**src/rtl/ssd_pkg.sv**
```systemverilog
// Shared definitions for the seven-segment scan controller: slot FSM states,
// the active-high hex segment table and the slot-length helper.
package ssd_pkg;

  localparam logic [6:0] SEG_OFF = 7'h7F;

  typedef enum logic {
    ST_BLANK = 1'b0,
    ST_DRIVE = 1'b1
  } slot_state_e;

  function automatic int tick_div(input int clk_hz, input int refresh_hz);
    return clk_hz / refresh_hz;
  endfunction

  // Segment pattern in gfedcba order, 1 = segment lit.
  function automatic logic [6:0] seg_hex(input logic [3:0] nibble);
    logic [6:0] seg;
    case (nibble)
      4'h0:    seg = 7'h3F;
      4'h1:    seg = 7'h06;
      4'h2:    seg = 7'h5B;
      4'h3:    seg = 7'h4F;
      4'h4:    seg = 7'h66;
      4'h5:    seg = 7'h6D;
      4'h6:    seg = 7'h7D;
      4'h7:    seg = 7'h07;
      4'h8:    seg = 7'h7F;
      4'h9:    seg = 7'h6F;
      4'hA:    seg = 7'h77;
      4'hB:    seg = 7'h7C;
      4'hC:    seg = 7'h39;
      4'hD:    seg = 7'h5E;
      4'hE:    seg = 7'h79;
      4'hF:    seg = 7'h71;
      default: seg = 7'h00;
    endcase
    return seg;
  endfunction

endpackage

```
**src/rtl/ssd_hex_decoder.sv**
```systemverilog
// Combinational 4-bit to seven-segment decoder, active-high gfedcba output.
module ssd_hex_decoder
  import ssd_pkg::*;
(
  input  logic [3:0] nibble,
  output logic [6:0] seg
);

  assign seg = seg_hex(nibble);

endmodule

```
**src/rtl/ssd_scan_controller.sv**
```systemverilog
// Time-multiplexed common-anode display scanner with per-slot blanking guard,
// frame-aligned double buffering and optional leading-zero suppression.
module ssd_scan_controller
  import ssd_pkg::*;
#(
  parameter int CLK_HZ       = 100_000_000,
  parameter int REFRESH_HZ   = 10_000,
  parameter int NUM_DIGITS   = 4,
  parameter int BLANK_CYCLES = 100
) (
  input  logic                      Clk,
  input  logic                      Reset,
  input  logic                      Load,
  input  logic [4*NUM_DIGITS-1:0]   Data_In,
  input  logic [NUM_DIGITS-1:0]     Dp_In,
  input  logic                      Lz_Blank,
  output logic [NUM_DIGITS-1:0]     Anode,
  output logic [6:0]                Cathode,
  output logic                      Dp,
  output logic                      Frame_Start,
  output logic                      Load_Ack
);

  localparam int TICK_DIV = tick_div(CLK_HZ, REFRESH_HZ);
  localparam int CNT_W    = (TICK_DIV > 1) ? $clog2(TICK_DIV) : 1;
  localparam int DIG_W    = $clog2(NUM_DIGITS);

  localparam logic [CNT_W-1:0]      CNT_ZERO  = {CNT_W{1'b0}};
  localparam logic [CNT_W-1:0]      CNT_ONE   = CNT_W'(1);
  localparam logic [CNT_W-1:0]      CNT_LAST  = CNT_W'(TICK_DIV - 1);
  localparam logic [CNT_W-1:0]      CNT_BLANK = CNT_W'(BLANK_CYCLES);
  localparam logic [DIG_W-1:0]      DIG_ZERO  = {DIG_W{1'b0}};
  localparam logic [DIG_W-1:0]      DIG_ONE   = DIG_W'(1);
  localparam logic [DIG_W-1:0]      DIG_LAST  = DIG_W'(NUM_DIGITS - 1);
  localparam logic [NUM_DIGITS-1:0] ANODE_OFF = {NUM_DIGITS{1'b1}};
  localparam logic [NUM_DIGITS-1:0] ANODE_ONE = NUM_DIGITS'(1);
  localparam slot_state_e           ST_RESET  = (BLANK_CYCLES > 0) ? ST_BLANK : ST_DRIVE;

  logic [CNT_W-1:0]                cnt_q, cnt_d;
  logic [DIG_W-1:0]                dig_q, dig_d;
  slot_state_e                     state_q, state_d;
  logic [NUM_DIGITS-1:0][3:0]      shadow_data_q, shadow_data_d;
  logic [NUM_DIGITS-1:0]           shadow_dp_q, shadow_dp_d;
  logic [NUM_DIGITS-1:0][3:0]      active_data_q, active_data_d;
  logic [NUM_DIGITS-1:0]           active_dp_q, active_dp_d;
  logic                            pending_q, pending_d;
  logic                            commit_q, commit_d;
  logic [NUM_DIGITS-1:0]           anode_q, anode_d;
  logic [6:0]                      cathode_q, cathode_d;
  logic                            dp_q, dp_d;
  logic                            frame_start_q, frame_start_d;
  logic                            load_ack_q, load_ack_d;

  logic                            frame_wrap;
  logic [3:0]                      cur_nibble;
  logic [6:0]                      cur_seg;
  logic [NUM_DIGITS-1:0]           lz_mask;

  assign frame_wrap = (cnt_q == CNT_LAST) && (dig_q == DIG_LAST);
  assign cur_nibble = active_data_q[dig_q];

  ssd_hex_decoder u_hex_decoder (
    .nibble (cur_nibble),
    .seg    (cur_seg)
  );

  // Slot counter, digit index and BLANK/DRIVE state tracking the next counter value.
  always_comb begin
    cnt_d   = cnt_q;
    dig_d   = dig_q;
    state_d = state_q;
    if (cnt_q == CNT_LAST) begin
      cnt_d = CNT_ZERO;
      if (dig_q == DIG_LAST) begin
        dig_d = DIG_ZERO;
      end else begin
        dig_d = dig_q + DIG_ONE;
      end
    end else begin
      cnt_d = cnt_q + CNT_ONE;
    end
    case (state_q)
      ST_BLANK: state_d = (cnt_d >= CNT_BLANK) ? ST_DRIVE : ST_BLANK;
      ST_DRIVE: state_d = (cnt_d <  CNT_BLANK) ? ST_BLANK : ST_DRIVE;
      default:  state_d = ST_RESET;
    endcase
  end

  // Load always wins the shadow; only a frame wrap moves shadow into active.
  always_comb begin
    shadow_data_d = shadow_data_q;
    shadow_dp_d   = shadow_dp_q;
    active_data_d = active_data_q;
    active_dp_d   = active_dp_q;
    pending_d     = pending_q;
    commit_d      = frame_wrap && pending_q;
    if (frame_wrap && pending_q) begin
      active_data_d = shadow_data_q;
      active_dp_d   = shadow_dp_q;
    end else begin
      active_data_d = active_data_q;
    end
    if (Load) begin
      shadow_data_d = Data_In;
      shadow_dp_d   = Dp_In;
      pending_d     = 1'b1;
    end else if (frame_wrap) begin
      pending_d     = 1'b0;
    end else begin
      pending_d     = pending_q;
    end
  end

  // A digit is suppressed when it and every more significant digit are zero.
  always_comb begin
    logic zero_above;
    zero_above = 1'b1;
    lz_mask    = {NUM_DIGITS{1'b0}};
    for (int k = NUM_DIGITS - 1; k >= 0; k--) begin
      zero_above = zero_above && (active_data_q[k] == 4'h0);
      lz_mask[k] = Lz_Blank && zero_above && (k != 0);
    end
  end

  always_comb begin
    anode_d       = ANODE_OFF;
    cathode_d     = SEG_OFF;
    dp_d          = 1'b1;
    frame_start_d = (cnt_q == CNT_ZERO) && (dig_q == DIG_ZERO);
    load_ack_d    = commit_q;
    if (state_q == ST_DRIVE) begin
      anode_d   = ~(ANODE_ONE << dig_q);
      cathode_d = lz_mask[dig_q] ? SEG_OFF : ~cur_seg;
      dp_d      = ~active_dp_q[dig_q];
    end else begin
      anode_d   = ANODE_OFF;
      cathode_d = SEG_OFF;
      dp_d      = 1'b1;
    end
  end

  always_ff @(posedge Clk) begin
    if (Reset) begin
      cnt_q         <= CNT_ZERO;
      dig_q         <= DIG_ZERO;
      state_q       <= ST_RESET;
      shadow_data_q <= '0;
      shadow_dp_q   <= {NUM_DIGITS{1'b0}};
      active_data_q <= '0;
      active_dp_q   <= {NUM_DIGITS{1'b0}};
      pending_q     <= 1'b0;
      commit_q      <= 1'b0;
      anode_q       <= ANODE_OFF;
      cathode_q     <= SEG_OFF;
      dp_q          <= 1'b1;
      frame_start_q <= 1'b0;
      load_ack_q    <= 1'b0;
    end else begin
      cnt_q         <= cnt_d;
      dig_q         <= dig_d;
      state_q       <= state_d;
      shadow_data_q <= shadow_data_d;
      shadow_dp_q   <= shadow_dp_d;
      active_data_q <= active_data_d;
      active_dp_q   <= active_dp_d;
      pending_q     <= pending_d;
      commit_q      <= commit_d;
      anode_q       <= anode_d;
      cathode_q     <= cathode_d;
      dp_q          <= dp_d;
      frame_start_q <= frame_start_d;
      load_ack_q    <= load_ack_d;
    end
  end

  assign Anode       = anode_q;
  assign Cathode     = cathode_q;
  assign Dp          = dp_q;
  assign Frame_Start = frame_start_q;
  assign Load_Ack    = load_ack_q;

endmodule

```
**config.mk**
```make
export PLATFORM = sky130hd
export DESIGN_NAME = ssd_scan_controller
export DESIGN_NICKNAME = d
export VERILOG_FILES = /design/src/rtl/ssd_pkg.sv /design/src/rtl/ssd_hex_decoder.sv /design/src/rtl/ssd_scan_controller.sv
export SDC_FILE = /design/constraint.sdc
export NUM_CORES = 1
export LEC_CHECK = 0
export CAP_MARGIN = 0
export CORE_ASPECT_RATIO = 0.9
export CORE_UTILIZATION = 55
export CTS_CLUSTER_DIAMETER = 30
export DETAILED_ROUTE_END_ITERATION = 10
export PLACE_DENSITY = 0.78
export SLEW_MARGIN = 15
export SYNTH_ARGS = -nofsm -noshare
export SYNTH_HDL_FRONTEND = slang
export SYNTH_SLANG_ARGS = --single-unit
```
**constraint.sdc**
```tcl
create_clock -name Clk -period 5.8 [get_ports Clk]
set_clock_uncertainty 0.05 [all_clocks]
set_input_delay 1.45 -clock Clk [delete_from_list [all_inputs] [get_ports Clk]]
set_output_delay 1.45 -clock Clk [all_outputs]
set_load 0.02 [all_outputs]
```
==> flow_summary.json <==
{
  "synth_top_cell_by_area": "dfxtp_1",
  "synth_area_leaders": "dfxtp_1, mux2i_1, a21oi_2, nor2_1, nand2_1",
  "antenna_found_initial": 0,
  "endpoint_kind": "output pin",
  "place_ws_ps": 2456,
  "fillers": 471,
  "setup_viol": 0,
  "tns_ps": 0,
  "ys_ff_latch": 73,
  "cp_slowest_cell": "clkdlybuf4s50_1",
  "synthToLayoutAreaGrowth_pct": 16.38,
  "start_kind": "flip-flop",
  "drive_gt1_share_pct": 19.13,
  "p_leak_nw": 1.406,
  "drv_cap": 0,
  "power_density_nw_per_um2": 262.7,
  "postCtsSetupBuffers": 0,
  "yosysSeqAreaShare_pct": 43.18,
  "maxSlewViolCount": 0,
  "cts.sinks": 73,
  "critPathRequiredTime_ps": 4300,
  "cts_buffer_depth": 2,
  "rows": 26,
  "synth_top_area_share_pct": 43.18,
  "grt_pass1_vias": 2487,
  "r2r_start": "cnt_q[7]",
  "worst-path-buf-inv": 1,
  "grt_pass1_wl_um": 11490,
  "min_period_over_period_pct": 47.37,
  "synth-async-reset-ratio_pct": 0,
  "worstMarginPinSlew_ps": 629.6,
  "routed_via_density": 5.552,
  "status": "finished with violations",
  "cts_root_buf": "clkbuf_8",
  "die_h_um": 76.42,
  "cts_tree": "yes",
  "syn_area_um2": 3384,
  "crit_chain": "clkdlybuf4s50_1",
  "fp.dieArea_um2": 6472,
  "fin_cells": 462,
  "cts_hold_buf": 0,
  "min_from": "state_q",
  "avgSynthCellArea_um2": 9.298,
  "violations": "design-rule violations",
  "num_antenna_cells": 0,
  "dp.cells": 447,
  "nets": 423,
  "htree_levels": 3,
  "ctsResizeCount": 0,
  "initial_core_util_pct": 58.45,
  "ff2ff_path_depth": 5,
  "critPathKind": "reg2out",
  "fmax_mhz": 364.0,
  "drc_errors": 4,
  "period_needed_ps": 2747,
  "grt_usage_pct": 22.36,
  "syn_inst": 364,
  "grt_max_degree": 53,
  "timing.rr.end": "active_data_q[12]",
  "critPathTopFamily": "buffers and inverters",
  "synth_warnings": 0,
  "place_congestion": 0.9111,
  "final_common_cell": "dfxtp_1",
  "insertion_delay_ps": 350,
  "slowest_delay_ps": 590,
  "io-pin-count": 38,
  "multi_input_area_um2": 1745,
  "synth_nets": 399,
  "grt_overflow": 0,
  "crit_end": "Cathode[3]",
  "dr.pass1.iters": 11,
  "ys.flop_type": "dfxtp_1",
  "synth_edf_count": 0,
  "critPathArrivalTime_ps": 1250,
  "worst-r2r-setup-slack_ps": 3410,
  "peakVddDrop_v": 0.0001954,
  "synth_cell_types": 49,
  "port-buffer-count": 37,
  "cts.reportedPaths.clkPinSlew_ps": 70,
  "coreArea_um2": 5791,
  "die_w_um": 84.69,
  "startpoint": "Cathode[3]",
  "finalHoldViolCount": 0,
  "dpl.hpwl_um": 4534,
  "wire_per_inst_um": 14.07,
  "rsz0062_at_grt": "false",
  "seq_area_um2": 1461,
  "final_util_pct": 68.02,
  "path_max_fanout": 1,
  "routed_wl_um": 6501,
  "mostFrequentLayoutCells": "dfxtp_1, nor2_1, nand2_1",
  "cp_num_cells": 1,
  "slew_headroom_pct": 57.98,
  "num_vias": 2565,
  "ant_nets": 0,
  "hp-class": "reg2reg",
  "fin_ws_ps": 3053,
  "drt_iter0_markers": 225,
  "cts_made_buffers": 9
}
## layout make-up
| type | instances | share of cell area [%] |
|---|---|---|
| Clock buffer | 9 | 3.145 |
| Clock inverter | 6 | 2.732 |
| Inverter | 12 | 1.144 |
| Multi-Input combinational cell | 254 | 44.31 |
| Sequential cell | 73 | 37.10 |
| Tap cell | 70 | 2.224 |
| Timing Repair Buffer | 38 | 9.339 |
## per-stage QoR
step           hold WS, ps  total power [mW]  area (um2)
2_1_floorplan        303.3            0.5597        3385
4_1_cts              331.7             1.045        3944
3_5_place_dp         313.0            0.5831        3712
6_report             332.4             1.035        3939
5_1_grt              353.9             1.079        3939
3_3_place_gp         311.4            0.5816        3712
## synthesized netlist by cell type, types with 3 or more instances
cell type / number
xor2_1: 4
ha_1: 11
nor2b_1: 4
mux4_2: 5
buf_1: 4
nand2_2: 20
a21oi_2: 20
buf_6: 4
nand3_1: 9
nand2_1: 40
o21ai_0: 4
and3_1: 5
clkbuf_1: 12
nor4_1: 3
or3_1: 3
nand4_1: 9
a21oi_1: 12
mux2i_1: 21
dfxtp_1: 73
xnor2_1: 9
inv_1: 12
o211ai_1: 4
nor2_1: 42
buf_2: 4
## registers in the layout, summed over array words and instances, names as in the netlist, 2 cells and up
name           flops
active_data_q     16
shadow_dp_q        4
shadow_data_q     16
active_dp_q        4
dig_q              2
Anode              4
cnt_q             14
Cathode            7
## power by group
group	total [mW]	internal, mW	switching (mW)	leakage (nW)
Combinational	0.0499	0.0270	0.0230	0.697
Clock	0.464	0.282	0.183	0.115
Sequential	0.521	0.512	0.00833	0.594
## metal layers
metal  GRT usage (%)  share of wire [%]  vias up
met5               0                  0        -
met4           7.627                1.4        0
met3           6.501                5.1        7
met2           34.31                 46       75
met1           30.14                 47     1192
li1                -                  -     1291
## how the worst min path moves through the flow
stage | endpoint | slack [ps] | cells past startpoint
3_3_place_gp | Anode[0] | 310 | 1
6_report | Anode[0] | 330 | 1
4_1_cts | Anode[0] | 330 | 1
5_1_grt | Anode[0] | 350 | 1
3_5_place_dp | Anode[0] | 310 | 1
2_1_floorplan | Anode[0] | 300 | 1
## cell families after synthesis
logic type | share of synthesized area, %
multiplexers | 9.871
adder cells (fa/ha/maj) | 4.066
XOR/XNOR | 3.364
buffers and inverters | 5.249
flip-flops | 43.18
AO/OA/AOI/OAI | 11.13
AND/OR/NAND/NOR | 23.14
Power figures use the tool's default switching activity.
